[src/rtl/w2m_pkg.sv]
// Shared mem_if definitions for the Wishbone <-> mem_if bridges: field widths,
// request/response layouts, command and response-code encodings, tid layout.
package w2m_pkg;

    localparam int ADDR_W  = 32;
    localparam int DATA_W  = 32;
    localparam int MASK_W  = 4;
    localparam int ID_W    = 4;
    localparam int SEQ_W   = 8;
    localparam int CMD_W   = 3;
    localparam int RCODE_W = 3;

    localparam logic [CMD_W-1:0]   CMD_READ  = 3'b000;
    localparam logic [CMD_W-1:0]   CMD_WRITE = 3'b001;
    localparam logic [RCODE_W-1:0] RCODE_OK  = 3'b000;

    typedef struct packed {
        logic [ID_W-1:0]  rid;
        logic [ID_W-1:0]  srcid;
        logic [SEQ_W-1:0] seq;
    } tid_t;

    // 87 bits: {tid, cmd, mask, data, addr}
    typedef struct packed {
        tid_t              tid;
        logic [CMD_W-1:0]  cmd;
        logic [MASK_W-1:0] mask;
        logic [DATA_W-1:0] data;
        logic [ADDR_W-1:0] addr;
    } mem_req_t;

    // 51 bits: {tid, rcode, data}
    typedef struct packed {
        tid_t               tid;
        logic [RCODE_W-1:0] rcode;
        logic [DATA_W-1:0]  data;
    } mem_resp_t;

    function automatic tid_t make_tid(
        input logic [ID_W-1:0]  rid,
        input logic [ID_W-1:0]  srcid,
        input logic [SEQ_W-1:0] seq
    );
        tid_t t;
        t.rid   = rid;
        t.srcid = srcid;
        t.seq   = seq;
        return t;
    endfunction

endpackage

[src/rtl/w2m_bridge_if.sv]
// Bus bundles seen by the bridge: a Wishbone classic port and a mem_if
// request/response port, each with master and slave views.
interface w2m_wb_if;
    import w2m_pkg::*;

    logic              wb_cyc_i;
    logic              wb_stb_i;
    logic              wb_we_i;
    logic [ADDR_W-1:0] wb_addr_i;
    logic [DATA_W-1:0] wb_data_i;
    logic [MASK_W-1:0] wb_sel_i;
    logic              wb_ack_o;
    logic              wb_err_o;
    logic [DATA_W-1:0] wb_data_o;

    modport slave (
        input  wb_cyc_i, wb_stb_i, wb_we_i, wb_addr_i, wb_data_i, wb_sel_i,
        output wb_ack_o, wb_err_o, wb_data_o
    );

    modport master (
        output wb_cyc_i, wb_stb_i, wb_we_i, wb_addr_i, wb_data_i, wb_sel_i,
        input  wb_ack_o, wb_err_o, wb_data_o
    );
endinterface

interface w2m_mem_if;
    import w2m_pkg::*;

    logic      mem_if_req_valid;
    logic      mem_if_req_ready;
    mem_req_t  mem_if_req;
    logic      mem_if_resp_valid;
    logic      mem_if_resp_ready;
    mem_resp_t mem_if_resp;

    modport master (
        output mem_if_req_valid, mem_if_req, mem_if_resp_ready,
        input  mem_if_req_ready, mem_if_resp_valid, mem_if_resp
    );

    modport slave (
        input  mem_if_req_valid, mem_if_req, mem_if_resp_ready,
        output mem_if_req_ready, mem_if_resp_valid, mem_if_resp
    );
endinterface

[src/rtl/w2m_timeout_cnt.sv]
// Response-wait counter: cleared on load, counts while enabled, flags expiry
// once TIMEOUT cycles have elapsed. TIMEOUT of 0 never expires.
module w2m_timeout_cnt #(
    parameter int TIMEOUT = 1024
) (
    input  logic clk_i,
    input  logic rst_i,
    input  logic i_load,
    input  logic i_en,
    output logic o_expire
);
    localparam int            CW    = (TIMEOUT > 0) ? $clog2(TIMEOUT + 1) : 1;
    localparam logic [CW-1:0] LIMIT = CW'(TIMEOUT);

    logic [CW-1:0] r_count;
    logic          w_at_limit;

    assign w_at_limit = (r_count == LIMIT);
    assign o_expire   = (TIMEOUT != 0) && w_at_limit;

    // Saturates at the limit so the flag stays up until the next load.
    always_ff @(posedge clk_i) begin
        if (rst_i) begin
            r_count <= '0;
        end else if (i_load) begin
            r_count <= '0;
        end else if (i_en && !w_at_limit) begin
            r_count <= r_count + CW'(1);
        end
    end

endmodule

[src/rtl/w2m_bridge.sv]
// Wishbone classic slave to mem_if master: one outstanding request, each
// Wishbone cycle becomes one tagged mem_if request terminated by ack or err.
module w2m_bridge
    import w2m_pkg::*;
#(
    parameter int         BUS_WIDTH = 32,
    parameter int         BUS_MASK  = 4,
    parameter logic [3:0] SRC_ID    = 4'h0,
    parameter logic [3:0] RID       = 4'h0,
    parameter int         TIMEOUT   = 1024
) (
    input  logic      clk_i,
    input  logic      rst_i,
    w2m_wb_if.slave   wb,
    w2m_mem_if.master mem
);
    localparam logic [2:0] ST_IDLE  = 3'd0;
    localparam logic [2:0] ST_REQ   = 3'd1;
    localparam logic [2:0] ST_RESP  = 3'd2;
    localparam logic [2:0] ST_TERM  = 3'd3;
    localparam logic [2:0] ST_DRAIN = 3'd4;

    logic [2:0]           r_state;
    logic [SEQ_W-1:0]     r_seq;
    mem_req_t             r_req;
    logic                 r_req_valid;
    logic                 r_resp_ready;
    logic                 r_ack;
    logic                 r_err;
    logic                 r_abort;
    logic [BUS_WIDTH-1:0] r_wb_data;

    logic [BUS_MASK-1:0]  w_sel;
    logic                 w_req_fire;
    logic                 w_resp_match;
    logic                 w_resp_ok;
    logic                 w_expire;
    logic                 w_timeout;
    logic                 w_done;
    logic                 w_cyc_lost;
    logic                 w_wait_en;

    assign w_sel        = wb.wb_sel_i;
    assign w_req_fire   = (r_state == ST_REQ) && r_req_valid && mem.mem_if_req_ready;
    assign w_resp_match = (r_state == ST_RESP) && r_resp_ready && mem.mem_if_resp_valid
                          && (mem.mem_if_resp.tid == r_req.tid);
    assign w_resp_ok    = (mem.mem_if_resp.rcode == RCODE_OK);
    // A response landing on the expiry cycle takes priority over the timeout.
    assign w_timeout    = (r_state == ST_RESP) && w_expire && !w_resp_match;
    assign w_done       = w_resp_match || w_timeout;
    assign w_cyc_lost   = r_abort || !wb.wb_cyc_i;
    assign w_wait_en    = (r_state == ST_RESP);

    w2m_timeout_cnt #(
        .TIMEOUT (TIMEOUT)
    ) u_timeout (
        .clk_i    (clk_i),
        .rst_i    (rst_i),
        .i_load   (w_req_fire),
        .i_en     (w_wait_en),
        .o_expire (w_expire)
    );

    always_ff @(posedge clk_i) begin
        if (rst_i) begin
            r_state      <= ST_IDLE;
            r_seq        <= '0;
            r_req        <= '0;
            r_req_valid  <= 1'b0;
            r_resp_ready <= 1'b1;
            r_ack        <= 1'b0;
            r_err        <= 1'b0;
            r_abort      <= 1'b0;
            r_wb_data    <= '0;
        end else begin
            r_ack <= 1'b0;
            r_err <= 1'b0;
            case (r_state)
                ST_IDLE: begin
                    // Stray responses are accepted here and dropped.
                    if (wb.wb_cyc_i && wb.wb_stb_i) begin
                        r_req.tid    <= make_tid(RID, SRC_ID, r_seq);
                        r_req.cmd    <= wb.wb_we_i ? CMD_WRITE : CMD_READ;
                        r_req.mask   <= w_sel;
                        r_req.data   <= wb.wb_data_i;
                        r_req.addr   <= wb.wb_addr_i;
                        r_req_valid  <= 1'b1;
                        r_resp_ready <= 1'b0;
                        r_abort      <= 1'b0;
                        r_state      <= ST_REQ;
                    end
                end
                ST_REQ: begin
                    if (!wb.wb_cyc_i) begin
                        r_abort <= 1'b1;
                    end
                    if (w_req_fire) begin
                        r_req_valid  <= 1'b0;
                        r_resp_ready <= 1'b1;
                        r_state      <= ST_RESP;
                    end
                end
                ST_RESP: begin
                    if (!wb.wb_cyc_i) begin
                        r_abort <= 1'b1;
                    end
                    if (w_done) begin
                        if (w_cyc_lost) begin
                            // Master walked away: finish silently, keep the tag moving.
                            r_seq   <= r_seq + 1'b1;
                            r_state <= ST_IDLE;
                        end else begin
                            r_ack        <= w_resp_match && w_resp_ok;
                            r_err        <= w_timeout || !w_resp_ok;
                            r_wb_data    <= (w_resp_match && (r_req.cmd == CMD_READ))
                                            ? mem.mem_if_resp.data : '0;
                            r_resp_ready <= 1'b0;
                            r_state      <= ST_TERM;
                        end
                    end
                end
                ST_TERM: begin
                    r_seq        <= r_seq + 1'b1;
                    r_resp_ready <= 1'b1;
                    r_state      <= ST_IDLE;
                end
                ST_DRAIN: begin
                    r_resp_ready <= 1'b1;
                    r_state      <= ST_IDLE;
                end
                default: begin
                    r_req_valid  <= 1'b0;
                    r_resp_ready <= 1'b1;
                    r_state      <= ST_IDLE;
                end
            endcase
        end
    end

    assign wb.wb_ack_o           = r_ack;
    assign wb.wb_err_o           = r_err;
    assign wb.wb_data_o          = r_wb_data;
    assign mem.mem_if_req_valid  = r_req_valid;
    assign mem.mem_if_req        = r_req;
    assign mem.mem_if_resp_ready = r_resp_ready;

endmodule

[src/flat_wrapper.sv]
// flat-port wrapper written by rule: the top's interface ports become plain ports
module w2m_bridge_flat import w2m_pkg::*;
#(
    parameter int         BUS_WIDTH = 32,
    parameter int         BUS_MASK  = 4,
    parameter logic [3:0] SRC_ID    = 4'h0,
    parameter logic [3:0] RID       = 4'h0,
    parameter int         TIMEOUT   = 1024
)
  (clk_i, rst_i, wb_wb_cyc_i, wb_wb_stb_i, wb_wb_we_i, wb_wb_addr_i, wb_wb_data_i, wb_wb_sel_i, wb_wb_ack_o, wb_wb_err_o, wb_wb_data_o, mem_mem_if_req_valid, mem_mem_if_req, mem_mem_if_resp_ready, mem_mem_if_req_ready, mem_mem_if_resp_valid, mem_mem_if_resp);
  w2m_wb_if wb_i ();
  w2m_mem_if mem_i ();
  input  logic clk_i;
  input  logic rst_i;
  input wire logic [$bits(wb_i.wb_cyc_i)-1:0] wb_wb_cyc_i;
  input wire logic [$bits(wb_i.wb_stb_i)-1:0] wb_wb_stb_i;
  input wire logic [$bits(wb_i.wb_we_i)-1:0] wb_wb_we_i;
  input wire logic [$bits(wb_i.wb_addr_i)-1:0] wb_wb_addr_i;
  input wire logic [$bits(wb_i.wb_data_i)-1:0] wb_wb_data_i;
  input wire logic [$bits(wb_i.wb_sel_i)-1:0] wb_wb_sel_i;
  output wire logic [$bits(wb_i.wb_ack_o)-1:0] wb_wb_ack_o;
  output wire logic [$bits(wb_i.wb_err_o)-1:0] wb_wb_err_o;
  output wire logic [$bits(wb_i.wb_data_o)-1:0] wb_wb_data_o;
  output wire logic [$bits(mem_i.mem_if_req_valid)-1:0] mem_mem_if_req_valid;
  output wire logic [$bits(mem_i.mem_if_req)-1:0] mem_mem_if_req;
  output wire logic [$bits(mem_i.mem_if_resp_ready)-1:0] mem_mem_if_resp_ready;
  input wire logic [$bits(mem_i.mem_if_req_ready)-1:0] mem_mem_if_req_ready;
  input wire logic [$bits(mem_i.mem_if_resp_valid)-1:0] mem_mem_if_resp_valid;
  input wire logic [$bits(mem_i.mem_if_resp)-1:0] mem_mem_if_resp;
  assign wb_i.wb_cyc_i = wb_wb_cyc_i;
  assign wb_i.wb_stb_i = wb_wb_stb_i;
  assign wb_i.wb_we_i = wb_wb_we_i;
  assign wb_i.wb_addr_i = wb_wb_addr_i;
  assign wb_i.wb_data_i = wb_wb_data_i;
  assign wb_i.wb_sel_i = wb_wb_sel_i;
  assign wb_wb_ack_o = wb_i.wb_ack_o;
  assign wb_wb_err_o = wb_i.wb_err_o;
  assign wb_wb_data_o = wb_i.wb_data_o;
  assign mem_mem_if_req_valid = mem_i.mem_if_req_valid;
  assign mem_mem_if_req = mem_i.mem_if_req;
  assign mem_mem_if_resp_ready = mem_i.mem_if_resp_ready;
  assign mem_i.mem_if_req_ready = mem_mem_if_req_ready;
  assign mem_i.mem_if_resp_valid = mem_mem_if_resp_valid;
  assign mem_i.mem_if_resp = mem_mem_if_resp;
  w2m_bridge #(.BUS_WIDTH(BUS_WIDTH), .BUS_MASK(BUS_MASK), .SRC_ID(SRC_ID), .RID(RID), .TIMEOUT(TIMEOUT)) u_core (.clk_i(clk_i), .rst_i(rst_i), .wb(wb_i), .mem(mem_i));
endmodule
[config.mk]
export PLATFORM = sky130hd
export DESIGN_NAME = w2m_bridge_flat
export DESIGN_NICKNAME = d
export VERILOG_FILES = /design/src/rtl/w2m_pkg.sv /design/src/rtl/w2m_bridge_if.sv /design/src/rtl/w2m_timeout_cnt.sv /design/src/rtl/w2m_bridge.sv /design/src/flat_wrapper.sv
export SDC_FILE = /design/constraint.sdc
export NUM_CORES = 1
export LEC_CHECK = 0
export BUFFER_PORTS_ARGS = -buffer_cell sky130_fd_sc_hd__buf_2
export CAP_MARGIN = 5
export CORE_MARGIN = 2
export CORE_UTILIZATION = 46
export CTS_BUF_LIST = sky130_fd_sc_hd__clkbuf_16
export DETAILED_ROUTE_END_ITERATION = 12
export PLACE_DENSITY_LB_ADDON = 0.08
export SYNTH_ARGS = -nofsm -noshare
export SYNTH_HDL_FRONTEND = slang
export SYNTH_SLANG_ARGS = --single-unit
[constraint.sdc]
create_clock -name clk_i -period 2.7 [get_ports clk_i]
set_input_delay 0.135 -clock clk_i [delete_from_list [all_inputs] [get_ports clk_i]]
set_output_delay 0.135 -clock clk_i [all_outputs]
set_load 0.005 [all_outputs]
==> flow_summary_export.csv, run 1 <==
group,metric,value,unit
timing,slew-limit-headroom,56.5,%
cts,clk_latency,410,ps
pwr,p_int,3.88,mW
timing,finClkSkew,6.02,ps
setup_path,cpMaxStageDelayCell,"dlygate4sd3_1",
timing,worst_slack,513,ps
cts,clk_path_buf_depth,2,
cts,cts_setup_buffers,0,
drt,drc_errors,0,
setup_path,startpoint_type,"flip-flop",
setup_path,cp_cell_sequence,"inv_1 > ha_1 > buf_4 > nand3b_1 > nor2_1 > nand4_1 > nor4_1 > dlygate4sd3_1",
die,die_y,109,um
placed_design,gp_congestion,0.754,
cts,htree_num_levels,4,
setup_path,r2r-start,"u_core.r_state[0]",
logic_synthesis,ys.flop_type,"dfxtp_1",
global_route,grt_max_degree,64,
global_route,grt_usage,24.8,%
drt,detail-route-antenna-nets,0,
logic_synthesis,yosysTopAreaCell,"dfxtp_1",
pwr,swShare,25.9,%
timing,fin_tns_setup,0,ps
timing,hold_viol,0,
drt,drt-initial-drc-count,194,
setup_path,cp-startpoint,"u_core.r_state[0]",
layout,final_layout_size_suffix_gt1_share,30.6,%
global_route,first_global_vias,5073,
setup_path,worstPathRequired,3050,ps
die,row_count,38,
logic_synthesis,yosysWarningCount,0,
logic_synthesis,synthCells,582,
logic_synthesis,synth_area_per_cell,8.77,um^2
layout,diodes,0,
global_route,overflow,0,
timing,max_freq,457,MHz
pwr,power.density,656,nW/um^2
layout,fillers,812,
setup_path,critPathKind,"reg -> reg",
logic_synthesis,ys_seq_elements,135,
placed_design,dp_cells,933,
logic_synthesis,yosys-top-cells-count,"nand2_1, dfxtp_1, a21oi_1",
drt,post_drt_wl_per_cell,14.3,um
logic_synthesis,synth-edff-count,0,
die,core_area,10800,um^2
setup_path,cp.arrival,2540,ps
status,status,"finished clean",
timing,setup_viol,0,
layout,area_growth,56.1,%
pwr,pwr-share-comb,16.8,%
timing,rsz0062_at_grt,"false",
logic_synthesis,synth_cell_type_count,43,
timing,post-route-period-util,81.0,%
cts,cts_buffers,17,
pwr,switchingPower,1.35,mW
cts,clkTransAtPathRegs,60,ps
drt,vias_per_cell,4.94,
die,start_util,47.1,%
cts,clockRootBuffer,"clkbuf_16",
timing,layout_min_cycle_time,2190,ps
logic_synthesis,async_reset_ff_share,0,%
drt,routed_wl,15200,um
timing,tightest_slew,653,ps
logic_synthesis,synth_area_leaders,"dfxtp_1, nand2_1, a21oi_1",
placed_design,dpl.hpwl,9460,um
die,ios,249,
placed_design,port_buffers,238,
pwr,power.leakage,3.70,nW
drt,dr.pass1.iters,4,
timing,slew_viol_final,0,
logic_synthesis,yosysMostFrequentCell,"nand2_1",
min_path,hold_class,"in -> reg",
setup_path,critPathMaxStageDelay,570,ps
drt,num_vias,5279,
setup_path,critPathCaptureType,"flip-flop",
pwr,clock_power_share,41.0,%
logic_synthesis,yosysSeqAreaShare,52.9,%
cts,cts_sinks,135,
global_route,antenna_found_initial,0,
layout,fin_nets,1048,
logic_synthesis,synth_top_area_share,52.9,%
pwr,seqPwrFrac,42.3,%
cts,cts_tree,"built",
setup_path,worstPathMaxFanout,8,
cts,ctsResizeCount,0,
die,dieArea,12000,um^2
layout,final_cells,1068,
die,die_width,109,um
logic_synthesis,netlist_area,5100,um^2
placed_design,preCtsSetupSlack,452,ps
flow_run,cap_violations,0,
pwr,ir_drop,414,uV
layout,final_util,73.5,%
min_path,min_from,"rst_i",
global_route,grt_pass1_wl,23100,um
## cell families after synthesis
| logic type | share of synthesized area [%] |
|---|---|
| simple gates | 19.0 |
| flops | 52.9 |
| compound gates | 16.8 |
| buf+inv | 5.32 |
| xor+xnor | 3.09 |
| fa+ha+maj | 1.72 |
| mux | 1.08 |
| other cells | 0.0735 |
## metrics by stage
step | hold slack (ps) | power [mW] | instance area [um^2]
floorplan | 211 | 2.67 | 5140
global placement | 325 | 2.97 | 6390
detailed placement | 328 | 3.00 | 6390
CTS | 30.3 | 5.26 | 7970
global route | 58.5 | 5.46 | 7970
finish | 51.1 | 5.23 | 7970
## flip-flops by register name, summed over array words and instances (netlist names)
name / count
u_core.r_abort: 1
u_core.r_seq: 8
u_core.mem.mem_if_req: 77
u_core.u_timeout.r_count: 11
u_core.wb.wb_err_o: 1
u_core.mem.mem_if_req_valid: 1
u_core.wb.wb_ack_o: 1
u_core.mem.mem_if_resp_ready: 1
u_core.wb.wb_data_o: 32
u_core.r_state: 2
## placed cells by master, fill, tap and decap left out, drive strengths merged, types with 3 or more instances in the layout
master | netlist | routed
mux2 | 4 | 4
dlygate4sd3 | 0 | 103
nand2 | 163 | 163
o21ai | 4 | 4
nor2b | 4 | 4
a211o | 3 | 3
xnor2 | 4 | 4
buf | 19 | 247
clkbuf | 26 | 17
xor2 | 14 | 14
ha | 7 | 7
nor2 | 30 | 30
dfxtp | 135 | 135
nor4 | 5 | 5
inv | 9 | 12
conb | 1 | 10
nand3 | 7 | 7
clkinv | 0 | 8
nand4 | 6 | 6
a21oi | 83 | 83
a22o | 33 | 33
## final timing paths
kind | slack, ps | cells past startpoint | end
setup / recovery | 510 | 8 | u_core.wb.wb_ack_o
hold / removal | 50 | 2 | u_core.mem.mem_if_req_valid
setup reg to reg | 510 | 8 | u_core.wb.wb_ack_o
hold reg to reg | 450 | 2 | u_core.mem.mem_if_req[43]
## cell type report
type / instances / area, um^2 / share of cell area [%]
Multi-Input combinational cell: 402 / 2180 / 27.4
Inverter: 9 / 33.8 / 0.424
Clock buffer: 17 / 425 / 5.34
Timing Repair Buffer: 350 / 2330 / 29.2
Clock inverter: 15 / 121 / 1.52
Sequential cell: 135 / 2700 / 33.9
Tap cell: 140 / 175 / 2.20
## power by group through the flow
stage	clock network [mW]	registers, mW	logic (mW)
3_3_place_gp	0	2.24	0.730
6_report	2.14	2.21	0.876
5_1_grt	2.27	2.23	0.968
4_1_cts	2.19	2.21	0.866
2_1_floorplan	0	2.25	0.413
3_5_place_dp	0	2.25	0.749
## timing repair
action	CTS	global route
hold buffers	103	0
endpoints found under the hold margin	102	0
setup endpoints to repair	0	0
## critical path: cells and delay by family (launching register included)
family | cells | cell delay [ps]
simple gates | 4 | 700
flops | 1 | 340
fa+ha+maj | 1 | 200
buf+inv | 3 | 880
## per-layer routing
metal	vias to the layer above	part of all wire, %	routed length [um]	global-route usage [%]
met5	-	0	0	0
met4	0	2.1	321	9.95
met3	33	7.7	1180	8.30
met2	214	51	7770	43.4
met1	2430	39	5970	27.7
li1	2602	-	-	-
(Power assumes the default switching activity.)
==> run 2: changes to the inputs <==
--- a/config.mk
+++ b/config.mk
@@ -8,7 +8,7 @@
 export BUFFER_PORTS_ARGS = -buffer_cell sky130_fd_sc_hd__buf_2
 export CAP_MARGIN = 5
 export CORE_MARGIN = 2
-export CORE_UTILIZATION = 46
+export CORE_UTILIZATION = 41
 export CTS_BUF_LIST = sky130_fd_sc_hd__clkbuf_16
 export DETAILED_ROUTE_END_ITERATION = 12
 export PLACE_DENSITY_LB_ADDON = 0.08
==> constraint.sdc (replaced) <==
create_clock -name clk_i -period 1.9 [get_ports clk_i]
set_input_delay 0.095 -clock clk_i [delete_from_list [all_inputs] [get_ports clk_i]]
set_output_delay 0.095 -clock clk_i [all_outputs]
set_load 0.005 [all_outputs]
==> run 2 against run 1 <==
Effect of this change: via count up 4.3%; die area up 12%; power up 53%; clock skew up 3.3 ps; register-to-register slack worse by 490 ps; critical path depth up 1; design area up 6.2%; largest cell class unchanged; largest power group is now the clock network.
==> flow_summary_export.csv, run 2 (synthesized netlist as in run 1, its figures left out) <==
group,metric,value,unit
status,status,"finished clean",
drt,num_vias,5505,
setup_path,startpoint_type,"flip-flop",
layout,fin_nets,1077,
setup_path,critPathMaxStageDelay,320,ps
timing,finClkSkew,9.33,ps
cts,htree_num_levels,4,
pwr,seqPwrFrac,39.3,%
die,die_width,116,um
setup_path,cp_num_buf_inv,3,
global_route,first_global_vias,5275,
pwr,pwr-share-comb,17.9,%
setup_path,critPathTopFamily,"simple AND/OR/NAND/NOR gates",
drt,drt-met1-wl,6920,um
pwr,clock_power_share,42.8,%
placed_design,preCtsSetupSlack,-263,ps
cts,cts_sinks,135,
timing,fin_tns_setup,0,ps
timing,worst_slack,19.9,ps
cts,cts_buffers,17,
setup_path,worstPathMaxFanout,8,
drt,dr_wl_met2,8590,um
global_route,grt_usage,23.3,%
global_route,overflow,0,
layout,final_common_cell,"buf_2",
drt,drt-initial-drc-count,255,
layout,mostFrequentLayoutCells,"buf_2, nand2_1, dfxtp_1, dlygate4sd3_1, a21oi_1",
timing,slew_viol_final,0,
die,core_area,12100,um^2
die,start_util,42.3,%
drt,drc_errors,0,
pwr,switchingPower,2.09,mW
pwr,power.leakage,3.90,nW
layout,area_growth,65.8,%
layout,largest_reg_flops,77,
layout,final_util,70.2,%
pwr,ir_drop,543,uV
drt,routed_wl,17200,um
global_route,grt_pass1_wl,24800,um
timing,layout_min_cycle_time,1880,ps
layout,final_cells,1125,
drt,post_drt_wl_per_cell,15.3,um
timing,hold_viol,0,
global_route,antenna_found_initial,0,
placed_design,dp_cells,975,
min_path,hold_class,"in -> reg",
die,row_count,40,
pwr,finalPower,7.99,mW
timing,rsz0062_at_grt,"true",
setup_path,critPathCaptureType,"flip-flop",
timing,setup_viol,0,
setup_path,critPathKind,"reg -> reg",
placed_design,dpl.hpwl,9650,um
timing,post-route-period-util,99.0,%
pwr,p_int,5.90,mW
drt,vias_per_cell,4.89,
cts,cts_tree,"built",
global_route,grt_max_degree,78,
placed_design,gp_congestion,0.803,
drt,top_layer,"met4",
setup_path,cp_cell_sequence,"inv_2 > ha_4 > buf_8 > nand3b_1 > nor2_1 > nand4_1 > nor2_4 > clkbuf_16 > a22o_1",
drt,detail-route-antenna-nets,0,
drt,dr_wl_met3,1230,um
cts,clockRootBuffer,"clkbuf_16",
cts,clkTransAtPathRegs,50,ps
cts,clk_latency,420,ps
pwr,swShare,26.1,%
die,ios,249,
setup_path,worstPathRequired,2260,ps
die,die_y,116,um
die,dieArea,13400,um^2
flow_run,cap_violations,0,
setup_path,cp.arrival,2240,ps
layout,final_layout_size_suffix_gt1_share,34.7,%
setup_path,cpMaxStageDelayCell,"dfxtp_2",
timing,max_freq,532,MHz
layout,diodes,0,
placed_design,port_buffers,238,
drt,dr.pass1.iters,5,
pwr,power.density,944,nW/um^2
cts,clk_path_buf_depth,2,
[run 2: changes by cell type in the layout (fill, tap and decap cells not counted), moves of 3 or more]
cell	previous run	this run
inv_1	12	9
buf_4	6	27
dfxtp_1	135	130
clkinv_1	4	1
clkbuf_16	17	21
dfxtp_2	0	5
[run 2: path summary, 6_finish.rpt]
kind                                                 from                   endpoint  slack (ps)  cells past startpoint
worst max register to register          u_core.r_state[0]    u_core.wb.wb_data_o[27]          20                      9
worst min-delay path                                rst_i  u_core.mem.mem_if_req[74]          40                      2
worst min register to register  u_core.mem.mem_if_req[22]  u_core.mem.mem_if_req[22]         450                      2
worst max-delay path                    u_core.r_state[0]    u_core.wb.wb_data_o[27]          20                      9
[run 2: layout make-up]
| type | instances | area [um^2] |
|---|---|---|
| multi-input combinational | 402 | 2260 |
| fill | 913 | 3600 |
| tap | 168 | 210 |
| inverter | 9 | 33.8 |
| timing repair buffer | 379 | 2640 |
| clock buffer | 17 | 425 |
| sequential | 135 | 2710 |
| clock inverter | 15 | 186 |
[run 2: routing by layer]
layer  up-vias  global-route usage, %
met5         -                      0
met4         0                   10.5
met3        38                   6.85
met2       226                   40.1
met1      2578                   26.8
li1       2663                      -
[run 2: timing repair]
action                                  CTS  global route
hold endpoints to repair                102             0
gates resized for setup                   6            14
endpoints found under the setup margin   39            45
gates cloned                              0             5
pin swaps                                 6            20
setup buffers                             4             6
hold buffers                            104             0
[run 2: worst reg2reg max path, stage by stage (launching register included)]
cell	delay, ps
dfxtp_2	320
inv_2	80
ha_4	170
buf_8	110
nand3b_1	170
nor2_1	160
nand4_1	170
nor2_4	300
clkbuf_16	220
a22o_1	130
[run 2: power groups by stage]
stage / logic, mW / clock network [mW] / registers [mW]
6_report: 1.43 / 3.42 / 3.14
5_1_grt: 1.56 / 3.58 / 3.16
4_1_cts: 1.32 / 3.45 / 3.14
3_5_place_dp: 1.11 / 0 / 3.19
3_3_place_gp: 1.08 / 0 / 3.18
2_1_floorplan: 0.590 / 0 / 3.21
[run 2: metrics by stage]
step	hold WS, ps	cell area, um^2
after floorplan	171	5150
after global placement	278	6550
after detailed placement	274	6550
after CTS	21.8	8260
after global routing	49.8	8460
final	37.0	8460
